<file path="src/rtl/lcd_frame_writer.sv">
// HD44780 16x2 frame writer: power-on init, sequential double-dabble of a
// captured result, then a full two-line frame with EN/RS/data strobing.
module lcd_frame_writer #(
  parameter int W        = 16,
  parameter int DIGITS   = 5,
  parameter int SIGNED   = 1,
  parameter int TICKS    = 50_000,
  parameter int CLR_WAIT = 100_000
) (
  input  logic         clk,
  input  logic         rst_n,
  input  logic         start,
  input  logic [2:0]   opcode,
  input  logic [3:0]   reg_id,
  input  logic [W-1:0] result,
  output logic         busy,
  output logic         done,
  output logic         EN,
  output logic         RS,
  output logic         RW,
  output logic [7:0]   data
);

  localparam logic [2:0] S_INIT  = 3'd0;
  localparam logic [2:0] S_IDLE  = 3'd1;
  localparam logic [2:0] S_CONV  = 3'd2;
  localparam logic [2:0] S_WRITE = 3'd3;
  localparam logic [2:0] S_WAIT  = 3'd4;
  localparam logic [2:0] S_DONE  = 3'd5;

  localparam logic [31:0] T_LAST = 32'(TICKS - 1);
  localparam logic [31:0] C_LAST = 32'(CLR_WAIT - 1);
  localparam logic [31:0] V_LAST = 32'(W - 1);
  localparam logic [3:0]  PAD    = 4'(15 - DIGITS);
  // BCD digits above the displayed ones; any set bit there means overflow
  localparam logic [39:0] HI_MASK = ~((40'd1 << (4 * DIGITS)) - 40'd1);

  logic [2:0]   state_r, next_state_s;
  logic [31:0]  cnt_r, wait_last_s;
  logic [5:0]   idx_r, sel_idx_s, last_idx_s;
  logic         load_s, init_mode_r;
  logic [2:0]   op_r;
  logic [3:0]   reg_r;
  logic         neg_r, neg_s;
  logic [W-1:0] mag_r;
  logic [39:0]  bcd_r, dd_s;
  logic         en_r, rs_r, done_r, busy_r;
  logic [7:0]   data_r;
  logic [8:0]   byte_s;
  logic [3:0]   c1_s, c2_s, tens_s, ones_s, dig_s;
  logic [39:0]  mn_s, mn_sh_s;
  logic [7:0]   sign_s;
  logic         ovf_s, clr_s;

  assign busy = busy_r;
  assign done = done_r;
  assign EN   = en_r;
  assign RS   = rs_r;
  assign RW   = 1'b0;
  assign data = data_r;

  assign neg_s = (SIGNED != 0) && result[W-1];

  // Phase sequencer: decides the next state and when a new byte is loaded
  always_comb begin
    next_state_s = state_r;
    load_s       = 1'b0;
    sel_idx_s    = idx_r + 6'd1;
    last_idx_s   = init_mode_r ? 6'd3 : 6'd34;
    wait_last_s  = (!rs_r && (data_r == 8'h01)) ? C_LAST : T_LAST;
    case (state_r)
      S_INIT: begin
        next_state_s = S_WRITE;
        load_s       = 1'b1;
        sel_idx_s    = 6'd0;
      end
      S_IDLE: begin
        if (start) next_state_s = S_CONV;
        else       next_state_s = S_IDLE;
      end
      S_CONV: begin
        if (cnt_r == V_LAST) begin
          next_state_s = S_WRITE;
          load_s       = 1'b1;
          sel_idx_s    = 6'd0;
        end else begin
          next_state_s = S_CONV;
        end
      end
      S_WRITE: begin
        if (cnt_r == T_LAST) next_state_s = S_WAIT;
        else                 next_state_s = S_WRITE;
      end
      S_WAIT: begin
        if (cnt_r == wait_last_s) begin
          if (idx_r == last_idx_s) begin
            next_state_s = init_mode_r ? S_IDLE : S_DONE;
          end else begin
            next_state_s = S_WRITE;
            load_s       = 1'b1;
          end
        end else begin
          next_state_s = S_WAIT;
        end
      end
      S_DONE:  next_state_s = S_IDLE;
      default: next_state_s = S_INIT;
    endcase
  end

  // One double-dabble adjust step over all ten BCD digits
  always_comb begin
    dd_s = bcd_r;
    for (int k = 0; k < 10; k++) begin
      if (dd_s[4*k +: 4] > 4'd4) dd_s[4*k +: 4] = dd_s[4*k +: 4] + 4'd3;
      else                       dd_s[4*k +: 4] = dd_s[4*k +: 4];
    end
  end

  // Padded five-character mnemonic for the captured opcode
  always_comb begin
    case (op_r)
      3'd0:    mn_s = 40'h4C4F414420;
      3'd1:    mn_s = 40'h4144442020;
      3'd2:    mn_s = 40'h4144444920;
      3'd3:    mn_s = 40'h5355422020;
      3'd4:    mn_s = 40'h5355424920;
      3'd5:    mn_s = 40'h4D554C2020;
      3'd6:    mn_s = 40'h434C454152;
      default: mn_s = 40'h4449535020;
    endcase
  end

  // {RS, data} of the byte at sel_idx_s
  always_comb begin
    c1_s    = 4'(sel_idx_s - 6'd2);
    c2_s    = 4'(sel_idx_s - 6'd19);
    clr_s   = (op_r == 3'd6);
    tens_s  = (reg_r >= 4'd10) ? 4'd1 : 4'd0;
    ones_s  = (reg_r >= 4'd10) ? (reg_r - 4'd10) : reg_r;
    dig_s   = 4'(bcd_r >> {4'd15 - c2_s, 2'b00});
    ovf_s   = |(bcd_r & HI_MASK);
    mn_sh_s = mn_s << {c1_s[2:0], 3'b000};
    sign_s  = neg_r ? 8'h2D : ((SIGNED != 0) ? 8'h2B : 8'h20);
    if (init_mode_r) begin
      case (sel_idx_s[1:0])
        2'd0:    byte_s = 9'h038;
        2'd1:    byte_s = 9'h00C;
        2'd2:    byte_s = 9'h006;
        default: byte_s = 9'h001;
      endcase
    end else if (sel_idx_s == 6'd0) begin
      byte_s = 9'h001;
    end else if (sel_idx_s == 6'd1) begin
      byte_s = 9'h080;
    end else if (sel_idx_s <= 6'd17) begin
      if (c1_s < 4'd5)       byte_s = {1'b1, mn_sh_s[39:32]};
      else if (c1_s < 4'd11) byte_s = 9'h120;
      else if (clr_s)        byte_s = 9'h120;
      else begin
        case (c1_s)
          4'd11:   byte_s = 9'h15B;
          4'd12:   byte_s = 9'h152;
          4'd13:   byte_s = {5'b1_0011, tens_s};
          4'd14:   byte_s = {5'b1_0011, ones_s};
          default: byte_s = 9'h15D;
        endcase
      end
    end else if (sel_idx_s == 6'd18) begin
      byte_s = 9'h0C0;
    end else begin
      if (clr_s)              byte_s = 9'h120;
      else if (c2_s < PAD)    byte_s = 9'h120;
      else if (c2_s == PAD)   byte_s = {1'b1, sign_s};
      else if (ovf_s)         byte_s = 9'h12A;
      else                    byte_s = {5'b1_0011, dig_s};
    end
  end

  // State, phase counter, byte index and registered LCD/handshake outputs
  always_ff @(posedge clk or negedge rst_n) begin
    if (!rst_n) begin
      state_r     <= S_INIT;
      cnt_r       <= 32'd0;
      idx_r       <= 6'd0;
      init_mode_r <= 1'b1;
      en_r        <= 1'b0;
      rs_r        <= 1'b0;
      data_r      <= 8'h00;
      done_r      <= 1'b0;
      busy_r      <= 1'b1;
    end else begin
      state_r <= next_state_s;
      en_r    <= (next_state_s == S_WRITE);
      busy_r  <= (next_state_s != S_IDLE);
      done_r  <= (next_state_s == S_DONE);
      if ((state_r == S_CONV || state_r == S_WRITE || state_r == S_WAIT) &&
          (next_state_s == state_r) && !load_s)
        cnt_r <= cnt_r + 32'd1;
      else
        cnt_r <= 32'd0;
      if (load_s) begin
        idx_r  <= sel_idx_s;
        data_r <= byte_s[7:0];
        rs_r   <= byte_s[8];
      end
      if (state_r == S_IDLE) init_mode_r <= 1'b0;
    end
  end

  // Request capture and the W-cycle shift-and-add-3 conversion
  always_ff @(posedge clk or negedge rst_n) begin
    if (!rst_n) begin
      op_r  <= 3'd0;
      reg_r <= 4'd0;
      neg_r <= 1'b0;
      mag_r <= '0;
      bcd_r <= 40'd0;
    end else if (state_r == S_IDLE && start) begin
      op_r  <= opcode;
      reg_r <= reg_id;
      neg_r <= neg_s;
      mag_r <= neg_s ? ((~result) + W'(1)) : result;
      bcd_r <= 40'd0;
    end else if (state_r == S_CONV) begin
      bcd_r <= {dd_s[38:0], mag_r[W-1]};
      mag_r <= mag_r << 1;
    end
  end

endmodule

</file>
<file path="config.mk">
export PLATFORM = sky130hd
export DESIGN_NAME = lcd_frame_writer
export DESIGN_NICKNAME = d
export VERILOG_FILES = /design/src/rtl/lcd_frame_writer.sv
export SDC_FILE = /design/constraint.sdc
export NUM_CORES = 1
export LEC_CHECK = 0
export ABC_AREA = 1
export BUFFER_PORTS_ARGS = -buffer_cell sky130_fd_sc_hd__buf_2
export CORE_MARGIN = 4
export CORE_UTILIZATION = 65
export DETAILED_ROUTE_END_ITERATION = 16
export PLACE_DENSITY = 0.84
export RECOVER_POWER = 25
export SLEW_MARGIN = 5
export SYNTH_ARGS = -nofsm -noshare
export SYNTH_HDL_FRONTEND = slang
export SYNTH_SLANG_ARGS = --single-unit
</file>
<file path="constraint.sdc">
create_clock -name clk -period 4.57 [get_ports clk]
set_input_delay 0.2285 -clock clk [delete_from_list [all_inputs] [get_ports clk]]
set_output_delay 0.2285 -clock clk [all_outputs]
set_load 0.005 [all_outputs]
</file>
==> impl_metrics.yaml <==
final_layout:
  syn_to_final_growth_pct: 10.9
  diodes: 0
  final_nets: 1152
  drive_gt1_share_pct: 12.5
timing:
  fmax_ghz: 0.308
  setup_tns_ns: 0
  relSlewSlack_pct: -22.1
  hold_viol: 0
  finalCriticalPeriod_ns: 3.25
  period_share_pct: 71.1
  rsz0062_at_grt: "no"
  finalSetupViolCount: 0
  drv_slew: 75
  fin_ws_ns: 1.32
  worst_pin_slew_ns: 1.83
  skew_ns: 0.0111
synth:
  ys_seq_area_share_pct: 37.8
  yosys-top-cells-area: "dfrtp_1 (37%), nand2_1 (10%), nor2_1 (6.8%)"
  syn-cell-area_sq_mm: 0.00782
  synth_warnings: 0
  syn_nets: 1118
  synth_ff_type: "dfrtp_1"
  synth_top_cell_area_share_pct: 37.1
  synth_top_area_cell: "dfrtp_1"
  post_synth.cell_area_avg_sq_um: 7.31
  async_reset_ff_share_pct: 100
  ys_ff_latch: 118
  synth_edf_count: 0
  syn_inst: 1071
  synth.distinct_cells: 55
route:
  routed_via_density: 5.72
  wire_per_inst_um: 14.4
  drtIter0Drc: 659
  vias: 7207
  drt_pass1_iterations: 6
  drc: 0
  routed_wl_um: 18100
  ant_nets: 0
global_route:
  antenna_found_initial: 0
  grt_max_degree: 75
  globalRouteTotalUtil_pct: 27.3
  grt_pass1_wl_um: 31700
  grt.overflow.total: 0
  grt_pass1_vias: 6810
clock_network:
  clock-sinks: 118
  cts_tree: "built"
  cts_setup_buffers: 0
  numCtsBuffers: 17
  h-tree-depth: 4
  worstSkewPairLatency_ns: 0.42
  clkTransAtPathRegs_ns: 0.05
  cts_root_buffer: "clkbuf_16"
  clockBufferDepth: 2
placement:
  dp_slack_ns: 1.41
  dpl.hpwl_um: 12600
  io_buffers: 37
  gp_congestion: 0.955
floorplanning:
  ios: 39
  core_sq_mm: 0.0116
  die_h_um: 118
  dieWidth_um: 118
  die_area_sq_mm: 0.0139
  start_util_pct: 67.4
  rows: 39
power:
  ir_drop_uv: 264
  power_density_mw_per_mm2: 280
  p_leak_nw: 4.15
worst_setup_path:
  worstPathRequired_ns: 4.87
  cp.arrival_ns: 3.55
  start_kind: "flip-flop"
  worstSetupEndpointType: "flip-flop"
  crit_fanout: 12
  worstSetupPathType: "flip-flop to flip-flop"
status:
  violations: "max-capacitance violations, max-slew violations"
  status: "complete, but fails checks"
run:
  maxCapViolCount: 1
min_path:
  min_path_type: "primary input to flip-flop"
[sequential cells by signal, indices dropped and copies added (netlist names), 3 cells and up]
name / cells
data: 8
reg_r: 4
mag_r: 16
cnt_r: 32
state_r: 3
bcd_r: 40
op_r: 3
idx_r: 6
[worst max-delay path, cell delays in order (launching register included)]
cell     delay (ns)
dfrtp_1        0.43
nor2_1         0.22
nand2_1        0.10
nor2_2         0.16
inv_1          0.09
nor2_2         0.16
nand2_4        0.12
nand2_1        0.09
nor2_2         0.10
ha_1           0.55
inv_1          0.16
nor2_1         0.21
nor2_4         0.08
inv_2          0.08
nand2_1        0.05
nor2_1         0.11
nand3_1        0.10
nand3_1        0.11
nand2_1        0.06
nand2_1        0.07
nand2_1        0.06
[stage by stage]
step	instance area (sq um)	total power [mW]	utilization (%)	cells	hold WS (ns)
floorplan	7820	1.08	-	1071	-0.0671
global placement	8090	1.12	69.6	1228	0.430
detailed placement	8090	1.12	69.6	1228	0.428
CTS	8690	2.45	74.8	1259	0.00292
global route	8680	2.51	74.7	1259	0.0172
finish	8680	2.43	74.7	1259	0.0161
[cells by family (layout without fill, tap and decap cells)]
group                      Yosys count  in the layout  share of synthesized area [%]
AOI/OAI and AO/OA                  194            194                           14.4
xor gates and xnor gates            29             29                           3.25
adders and majority gates           21             21                           3.36
buffers and inverters              178            223                           9.12
DFF                                118            118                           37.8
other                                1              1                         0.0479
and+or+nand+nor                    530            530                           32.0
[synth_stat cells, types with 2 or more instances]
master     number
a21boi_1        2
a21oi_1        34
a22oi_1         3
buf_2           3
buf_4           3
buf_6           4
clkbuf_1       18
dfrtp_1       116
dfstp_2         2
ha_1           21
inv_1         138
inv_2          10
nand2_1       210
nand2_2         9
nand2_4         3
nand3_1        62
nand3_2         7
nand3_4         3
nand3b_1        4
nand4_1        26
nor2_1        142
nor2_2         13
nor2_4          4
nor3_1         22
nor3_2          3
nor3b_2         5
nor4_1         10
o2111ai_1       3
o211ai_1        4
o211ai_2        4
o21ai_0       105
o21ai_1         5
o221ai_1        3
o22ai_1        12
o311ai_0        6
o31ai_1         4
or2_2           3
xnor2_1         7
xor2_1         22
[where the power goes]
part           total, mW  leakage [nW]  internal [mW]  switching (mW)
logic             0.0555          2.51         0.0167          0.0388
registers           1.05          1.36           1.05               0
clock network       1.33         0.281          0.875           0.453
total               2.43          4.15           1.94           0.492
[final cells by class]
class	count	area, sq um
clock buffer	21	460
clock inverter	9	128
fill	940	2930
inverter	149	559
multi-input combinational	775	4160
sequential	118	2960
tap	143	179
timing repair buffer	44	236
[final timing paths]
| kind | startpoint | slack [ns] | to | depth (start not counted) |
|---|---|---|---|---|
| max reg2reg | cnt_r[12] | 1.32 | data[0] | 20 |
| min in group asynchronous | rst_n | 0.84 | cnt_r[18] | 2 |
| max in group asynchronous | rst_n | 2.26 | mag_r[6] | 3 |
| max | cnt_r[12] | 1.32 | data[0] | 20 |
| min reg2reg | cnt_r[0] | 0.46 | cnt_r[0] | 1 |
| min | reg_id[1] | 0.02 | reg_r[1] | 3 |
[repair_timing]
| item | CTS | global route |
|---|---|---|
| hold buffers | 1 | 0 |
| setup endpoints to repair | 0 | 0 |
| resized for setup | 0 | 0 |
| hold endpoints to repair | 65 | 0 |
[per-layer routing]
layer	track usage (%)	up-vias	routed length [um]
met5	0	-	0
met4	9.38	0	354
met3	5.81	36	871
met2	42.7	212	8450
met1	37.8	3344	8400
li1	-	3615	-
[cells in the final DEF, fill, tap and decap left out, drive strengths merged, types with 3 or more instances in the layout]
cell	n
or2	3
clkinv	4
o2111ai	3
o21ai	112
clkbuf	25
nor3	26
nor2	160
a22oi	3
bufinv	3
o311ai	6
nand3	72
nand3b	4
o211ai	8
dfrtp	116
nor3b	6
nand4	26
nand2	222
xor2	22
a21oi	35
clkinvlp	3
inv	148
ha	21
nor4	10
o221ai	3
o31ai	4
o22ai	12
xnor2	7
buf	39
(Power assumes the default switching activity.)
